[config.mk]
export PLATFORM = sky130hd
export DESIGN_NAME = text_buf_writer
export DESIGN_NICKNAME = d
export VERILOG_FILES = /design/src/rtl/text_buf_writer.sv
export SDC_FILE = /design/constraint.sdc
export NUM_CORES = 1
export LEC_CHECK = 0
export BUFFER_PORTS_ARGS = -buffer_cell sky130_fd_sc_hd__buf_2
export CELL_PAD_IN_SITES_DETAIL_PLACEMENT = 0
export CELL_PAD_IN_SITES_GLOBAL_PLACEMENT = 1
export CORE_AREA = 10 10 101 103
export CTS_BUF_LIST = sky130_fd_sc_hd__clkbuf_4 sky130_fd_sc_hd__clkbuf_8 sky130_fd_sc_hd__clkbuf_16
export DETAILED_ROUTE_END_ITERATION = 7
export DIE_AREA = 0 0 111 113
export PLACE_DENSITY = 0.77
export SETUP_SLACK_MARGIN = 0.5
export SLEW_MARGIN = 10
export SYNTH_ARGS = -nofsm -noshare
export SYNTH_HDL_FRONTEND = slang
export SYNTH_SLANG_ARGS = --single-unit
[constraint.sdc]
create_clock -name clock25 -period 3.2 [get_ports clock25]
set_input_delay 0.8 -clock clock25 [delete_from_list [all_inputs] [get_ports clock25]]
set_output_delay 0.8 -clock clock25 [all_outputs]
set_load 0.05 [all_outputs]
[src/rtl/text_buf_writer.sv]
// Text RAM writer: accepts character codes, tracks an 80x40 cursor and runs a full-screen clear.
// Optional TAB handling is enabled by defining TEXT_BUF_WRITER_TAB_EN.
//
// state | meaning
// IDLE  | accepting characters, one per cycle
// CLEAR | writing spaces to every cell, host input stalled
module text_buf_writer #(
    parameter int COLS   = 80,
    parameter int ROWS   = 40,
    parameter int ADDR_W = 12
) (
    input  logic              clock25,
    input  logic              reset_n,
    input  logic [6:0]        char_in,
    input  logic              char_valid,
    output logic              char_ready,
    input  logic              clear,
    output logic              busy,
    output logic              wr_en,
    output logic [ADDR_W-1:0] wr_addr,
    output logic [6:0]        wr_data,
    output logic [6:0]        cursor_col,
    output logic [5:0]        cursor_row
);

    typedef enum logic {
        IDLE  = 1'b0,
        CLEAR = 1'b1
    } state_t;

    localparam logic [6:0]        LAST_COL = 7'(COLS - 1);
    localparam logic [5:0]        LAST_ROW = 6'(ROWS - 1);
    localparam logic [ADDR_W-1:0] COLS_A   = ADDR_W'(COLS);
    localparam logic [ADDR_W-1:0] CLR_LAST = ADDR_W'(COLS * ROWS - 1);
    localparam logic [6:0]        SPACE    = 7'h20;

    state_t            state, state_nx;
    logic [ADDR_W-1:0] clr_left, clr_left_nx;
    logic              wr_en_nx;
    logic [ADDR_W-1:0] wr_addr_nx;
    logic [6:0]        wr_data_nx;
    logic [6:0]        col_nx;
    logic [5:0]        row_nx;
    logic [ADDR_W-1:0] cur_addr;
    logic [5:0]        row_adv;

    assign cur_addr   = ADDR_W'(cursor_row) * COLS_A + ADDR_W'(cursor_col);
    assign row_adv    = (cursor_row == LAST_ROW) ? 6'd0 : cursor_row + 6'd1;
    assign char_ready = reset_n && (state == IDLE) && !clear;
    assign busy       = (state == CLEAR);

`ifdef TEXT_BUF_WRITER_TAB_EN
    logic [7:0] tab_col;
    assign tab_col = {1'b0, cursor_col[6:3], 3'b000} + 8'd8;
`endif

    always_ff @(posedge clock25 or negedge reset_n) begin
        if (!reset_n) begin
            state      <= IDLE;
            clr_left   <= '0;
            wr_en      <= 1'b0;
            wr_addr    <= '0;
            wr_data    <= '0;
            cursor_col <= '0;
            cursor_row <= '0;
        end else begin
            state      <= state_nx;
            clr_left   <= clr_left_nx;
            wr_en      <= wr_en_nx;
            wr_addr    <= wr_addr_nx;
            wr_data    <= wr_data_nx;
            cursor_col <= col_nx;
            cursor_row <= row_nx;
        end
    end

    always_comb begin
        state_nx    = state;
        clr_left_nx = clr_left;
        wr_en_nx    = 1'b0;
        wr_addr_nx  = wr_addr;
        wr_data_nx  = wr_data;
        col_nx      = cursor_col;
        row_nx      = cursor_row;
        case (state)
            IDLE: begin
                if (clear) begin
                    // First clear write goes out together with busy.
                    state_nx    = CLEAR;
                    clr_left_nx = CLR_LAST;
                    wr_en_nx    = 1'b1;
                    wr_addr_nx  = '0;
                    wr_data_nx  = SPACE;
                end else if (char_valid) begin
                    if (char_in >= 7'h20 && char_in <= 7'h7E) begin
                        wr_en_nx   = 1'b1;
                        wr_addr_nx = cur_addr;
                        wr_data_nx = char_in;
                        if (cursor_col == LAST_COL) begin
                            col_nx = 7'd0;
                            row_nx = row_adv;
                        end else begin
                            col_nx = cursor_col + 7'd1;
                        end
                    end else begin
                        case (char_in)
                            7'h0A: begin
                                col_nx = 7'd0;
                                row_nx = row_adv;
                            end
                            7'h0D: col_nx = 7'd0;
                            7'h08: begin
                                if (cursor_col != 7'd0) begin
                                    col_nx     = cursor_col - 7'd1;
                                    wr_en_nx   = 1'b1;
                                    wr_addr_nx = cur_addr - ADDR_W'(1);
                                    wr_data_nx = SPACE;
                                end
                            end
`ifdef TEXT_BUF_WRITER_TAB_EN
                            7'h09: begin
                                if (tab_col >= 8'(COLS)) begin
                                    col_nx = 7'd0;
                                    row_nx = row_adv;
                                end else begin
                                    col_nx = tab_col[6:0];
                                end
                            end
`endif
                            default: ;
                        endcase
                    end
                end
            end
            CLEAR: begin
                if (clr_left == '0) begin
                    state_nx = IDLE;
                    col_nx   = 7'd0;
                    row_nx   = 6'd0;
                end else begin
                    wr_en_nx    = 1'b1;
                    wr_addr_nx  = wr_addr + ADDR_W'(1);
                    wr_data_nx  = SPACE;
                    clr_left_nx = clr_left - ADDR_W'(1);
                end
            end
            default: state_nx = IDLE;
        endcase
    end

endmodule

==> out/results.ini, run 1 <==
[timing]
fin_skew_ns=0.0120
final_hold_viol_count=0
relSlewSlack_pct=59.6
rsz0062_at_grt=true
slew_viol_final=0
max_freq_mhz=374
whs_ns=0.477
setup_ws_ns=0.527
finalSetupViolations=0
min_period_ns=2.67
finalCritPeriodShare_pct=83.5
worstMarginPinSlew_ns=0.606
fin_setup_tns_ns=0

[route]
wl_per_cell_um=15.7
first_iter_violations=131
vias=3037
first_pass_iters=4
drc=0
vias_per_cell=5.45
ant_nets=0
wirelength_mm=8.75

[pwr]
p_int_mw=1.22
p_seq_share_pct=42.9
p_sw_share_pct=44.7
peakVddDrop_mv=0.336
finalPower_mw=2.20
comb_power_share_pct=40.0
powerDensity_mw_per_mm2=551
pwr-share-clk_pct=17.0
power_leakage_nw=1.79
switchingPower_uw=984

[finish]
drive_gt1_share_pct=24.6
area_growth_pct=19.1
antenna_cells=0
fillerInstances=789
final_nets=482
utilization_pct=49.1

[global_route]
grt_start_max_net_pins=47
grt_antenna_before_repair=0
grt_use_total_pct=13.5
grt_pass1_wl_mm=14.6
grt_overflow=0
first_global_vias=2993

[place]
dp_slack_ns=0.188
place_hpwl_mm=6.47
io_buffers=45
routabilityCongestion=0.824

[worst_setup_path]
slowest_stage=fa_2
cp-end-kind=flip-flop
slowest_delay_ns=0.58
worstPathArrival_ns=2.84
crit_chain=ha_4 -> ha_4 -> fa_2 -> o2111a_2 -> nand2b_1 -> or3_1 -> a31o_2 -> xnor2_1 -> o221ai_1
startpoint_type=flip-flop
path_class=flip-flop to flip-flop
crit_top_cell=ha_4
crit_required_ns=3.37
path_max_fanout=3

[yosys]
synth_top_cell_area_share_pct=34.3
yosysSeqAreaShare_pct=34.3
synth.most_common_cell=nand2_1
synthTopCellsByCount=nand2_1, dfrtp_1, nand3_1, nor2_1, o21ai_0
avgSynthCellArea_um2=8.53
async_reset_ff_share_pct=100
syn_nets=424
synth_top_cell_by_area=dfrtp_1
yosys_warnings=0
synth_edf_count=0
ys_ff_latch=46
synth_cell_types=65
synthCells=393
synthTopCellsByArea=dfrtp_1, ha_1, nand2_1
yosys_most_used_dff=dfrtp_1
syn_area_mm2=0.00335

[floorplan]
die_height_um=113
ios=46
die-area_mm2=0.0125
rows=33
coreArea_mm2=0.00813
die_width_um=111
initial_utilization_pct=41.2

[cts]
numCtsBuffers=5
cts_max_level=2
insertion_delay_ns=0.31
cts_sinks=46
cts_tree=built
hold_buffers=0
clk_pin_slew_ns=0.09
clock_path_buffers=2
clk_root_buffer_cell=clkbuf_8

[flow_run]
cap_violations=0

[run_status]
status=completed

[worst_hold_path]
min_path_type=flip-flop to flip-flop

-- per-stage QoR --
step	area, um^2	instances
final	4000	557
after global routing	4000	557
after CTS	3940	555
after detailed placement	3750	536
after global placement	3750	536
after floorplan	3400	393
-- layout make-up --
type / count / area, um^2 / area share (%)
clock buffers: 6 / 76.3 / 1.91
clock inverters: 2 / 13.8 / 0.345
inverters: 14 / 53.8 / 1.35
multi-input cells: 319 / 2180 / 54.7
flip-flops and latches: 46 / 1160 / 29.0
well taps: 105 / 131 / 3.29
repair buffers: 65 / 375 / 9.40
-- routing by layer --
metal	track usage, %	share of wire [%]
met1	17.8	49
met5	0	0
met3	2.91	4.2
met2	21.9	46
met4	3.65	1.3
-- worst paths after layout --
kind / slack [ns] / start / cells past startpoint / endpoint
worst max-delay path: 0.53 / cursor_row[3] / 9 / wr_addr[11]
worst min-delay path: 0.48 / wr_data[4] / 2 / wr_data[4]
worst max register to register: 0.53 / cursor_row[3] / 9 / wr_addr[11]
worst min register to register: 0.48 / wr_data[4] / 2 / wr_data[4]
max in group asynchronous: 2.16 / reset_n / 2 / cursor_row[4]
min in group asynchronous: 0.60 / reset_n / 2 / clr_left[10]
-- power groups by stage --
stage	clock (mW)	combinational (mW)	sequential (mW)
final	0.375	0.882	0.946
after global routing	0.414	0.977	0.981
after CTS	0.384	0.882	0.931
after detailed placement	0	0.862	0.945
after global placement	0	0.848	0.943
after floorplan	0	0.405	1.17
-- layout by cell type (no fill, tap or decap), types with 3 or more instances in the layout --
cell and instances:
nand2_1 60, buf_2 45, dfrtp_1 39, nand3_1 25, nor2_1 24, o21ai_0 24
buf_4 20, a21oi_1 17, xnor2_1 17, xor2_1 15, inv_1 13, ha_1 13
nor3_1 11, and3_1 7, dfrtp_2 7, o22ai_1 6, and2_1 6, a31oi_1 6
nor4_1 5, a21o_1 5, clkbuf_8 5, o221ai_1 4, o211ai_1 3, or4_1 3
o31ai_1 3, or3_1 3, nand3b_1 3, o21a_1 3, a22oi_1 3, ha_4 3
-- logic make-up after synthesis --
group,count (synthesis),synth area share [%]
AOI/OAI and AO/OA,96,20.1
xor gates and xnor gates,34,8.88
adders and majority gates,20,7.91
buffers and inverters,28,3.40
DFF,46,34.3
muxes,1,0.336
and+or+nand+nor,168,25.0
-- worst max-delay path: cells and delay by family, from the launching register on --
family | cells | cell delay [ns]
XOR/XNOR | 1 | 0.15
adder cells (fa/ha/maj) | 3 | 1.00
AO/OA/AOI/OAI | 3 | 0.56
flip-flops | 1 | 0.44
AND/OR/NAND/NOR | 2 | 0.39
-- flip-flops by register name, indices dropped and copies added, names as in the netlist --
| signal | flops |
|---|---|
| busy | 1 |
| clr_left | 12 |
| cursor_col | 7 |
| cursor_row | 6 |
| wr_addr | 12 |
| wr_data | 7 |
| wr_en | 1 |
-- timing repair --
| action | 4_1_cts | 5_1_grt |
|---|---|---|
| endpoints found under the setup margin | 1 | 16 |
| pin swaps | 2 | 1 |
| resized for setup | 3 | 10 |
| buffers inserted | 11 | 2 |
| hold endpoints to repair | 0 | 0 |
Note: power is estimated with default switching activity, not from simulation.
==> run 2, diff against run 1 <==
--- a/config.mk
+++ b/config.mk
@@ -8,10 +8,10 @@
 export BUFFER_PORTS_ARGS = -buffer_cell sky130_fd_sc_hd__buf_2
 export CELL_PAD_IN_SITES_DETAIL_PLACEMENT = 0
 export CELL_PAD_IN_SITES_GLOBAL_PLACEMENT = 1
-export CORE_AREA = 10 10 101 103
+export CORE_AREA = 10 10 103 105
 export CTS_BUF_LIST = sky130_fd_sc_hd__clkbuf_4 sky130_fd_sc_hd__clkbuf_8 sky130_fd_sc_hd__clkbuf_16
 export DETAILED_ROUTE_END_ITERATION = 7
-export DIE_AREA = 0 0 111 113
+export DIE_AREA = 0 0 113 115
 export PLACE_DENSITY = 0.77
 export SETUP_SLACK_MARGIN = 0.5
 export SLEW_MARGIN = 10
==> constraint.sdc (replaced) <==
create_clock -name clock25 -period 2.4 [get_ports clock25]
set_input_delay 0.6 -clock clock25 [delete_from_list [all_inputs] [get_ports clock25]]
set_output_delay 0.6 -clock clock25 [all_outputs]
set_load 0.05 [all_outputs]
==> out/results.ini, run 2 (synthesis results as in run 1) <==
[run_status]
status=finished, violations left
failed_checks=setup timing

[floorplan]
die_height_um=115
coreArea_mm2=0.00855
die_width_um=113
ios=46
die-area_mm2=0.0130
rows=34
initial_utilization_pct=39.2

[place]
dp_slack_ns=-0.246
dpl_cell_area_mm2=0.00425
io_buffers=45
place_hpwl_mm=7.10
routabilityCongestion=0.889

[worst_hold_path]
min_path_type=input pin to async pin

[worst_setup_path]
path_max_fanout=4
rr_worst_depth=9
crit_required_ns=2.57
cp-end-kind=flip-flop
worstPathArrival_ns=2.74
r2r_start=cursor_row[1]
path_class=flip-flop to flip-flop
startpoint_type=flip-flop
reg2reg_slack_ns=-0.17
r2r_end=wr_addr[11]

[timing]
finalCritPeriodShare_pct=107
final_hold_viol_count=0
finalSetupViolations=2
fin_skew_ns=0.0123
min_period_ns=2.57
rsz0062_at_grt=true
fin_setup_tns_ns=-0.193
setup_ws_ns=-0.172
max_freq_mhz=389
worstMarginPinSlew_ns=0.590
relSlewSlack_pct=60.6
slew_viol_final=0

[global_route]
grtUsageMet2_pct=24.6
grt_util_met1_pct=18.6
first_global_vias=3382
grt_overflow=0
grt_use_total_pct=14.6
grt_util_met3_pct=3.54
grt_antenna_before_repair=0
top_usage_layer=met2
grt_pass1_wl_mm=16.1
grt_start_max_net_pins=47

[cts]
clk_pin_slew_ns=0.09
clock_path_buffers=2
cts_sinks=46
numCtsBuffers=5
insertion_delay_ns=0.30
clk_root_buffer_cell=clkbuf_8
cts_max_level=2
cts_tree=built
hold_buffers=0

[route]
vias=3404
ant_nets=0
wirelength_mm=9.94
wl_per_cell_um=15.7
first_pass_iters=4
first_iter_violations=132
vias_per_cell=5.36
drc=0

[pwr]
p_seq_share_pct=39.3
p_int_mw=1.86
comb_power_share_pct=46.1
p_sw_share_pct=44.1
switchingPower_mw=1.47
power_leakage_nw=2.29
powerDensity_mw_per_mm2=646
peakVddDrop_mv=0.524
pwr-share-clk_pct=14.6

[finish]
utilization_pct=60.3
design_area_mm2=0.00516
layout_commonest_cell=buf_4
top_regs=clr_left (12), wr_addr (12)
area_growth_pct=53.8
drive_gt1_share_pct=50.1
final_nets=557
antenna_cells=0
final_cell_mix=buf_4, nand2_1, buf_2

[flow_run]
cap_violations=0

-- run 2: per-layer routing --
layer | part of all wire (%) | wire length, um
met5 | 0 | 0
met4 | 1.1 | 107
met3 | 5.3 | 522
met2 | 49 | 4880
met1 | 45 | 4440
-- run 2: worst max path at each step --
stage	from	to	slack, ns	cells after the start
global placement	char_in[4]	cursor_col[5]	-0.25	8
finish	cursor_row[1]	wr_addr[11]	-0.17	9
global route	cursor_row[1]	wr_addr[11]	-0.29	9
detailed placement	char_in[4]	cursor_col[5]	-0.25	8
floorplan	cursor_row[3]	wr_addr[11]	-0.39	9
CTS	cursor_row[1]	wr_addr[11]	-0.19	9
-- run 2: final cells by class --
cell class,count,area [um^2]
clock buffer,6,76.3
timing repair buffer,140,1040
sequential,46,1170
multi-input combinational,319,2680
inverter,14,55.1
clock inverter,2,10.0
tap,108,135
fill,731,3390
-- run 2: power by group through the flow --
stage / registers, mW / clock network [mW] / logic [mW]
after global routing: 1.35 / 0.531 / 1.66
after detailed placement: 1.25 / 0 / 1.24
final: 1.31 / 0.485 / 1.54
after CTS: 1.27 / 0.503 / 1.42
after floorplan: 1.56 / 0 / 0.568
after global placement: 1.25 / 0 / 1.22
-- run 2: through the flow --
step,std cells,power (mW),hold WS [ns]
6_report,635,3.33,0.422
3_5_place_dp,595,2.49,0.457
2_1_floorplan,393,2.13,0.304
4_1_cts,625,3.20,0.436
3_3_place_gp,595,2.47,0.449
5_1_grt,635,3.54,0.477
-- run 2: timing repair --
item,4_1_cts,5_1_grt
resized for setup,85,45
pin swaps,42,28
gates cloned,1,0
setup endpoints to repair,41,40
buffers inserted,21,10
-- run 2: critical path, cell delays in order, from the launching register on --
cell	delay (ns)
dfrtp_2	0.45
ha_4	0.24
ha_4	0.16
fa_2	0.54
o2111a_1	0.20
nand2b_1	0.08
or3_1	0.31
a31o_2	0.21
xnor2_1	0.14
o221ai_1	0.12
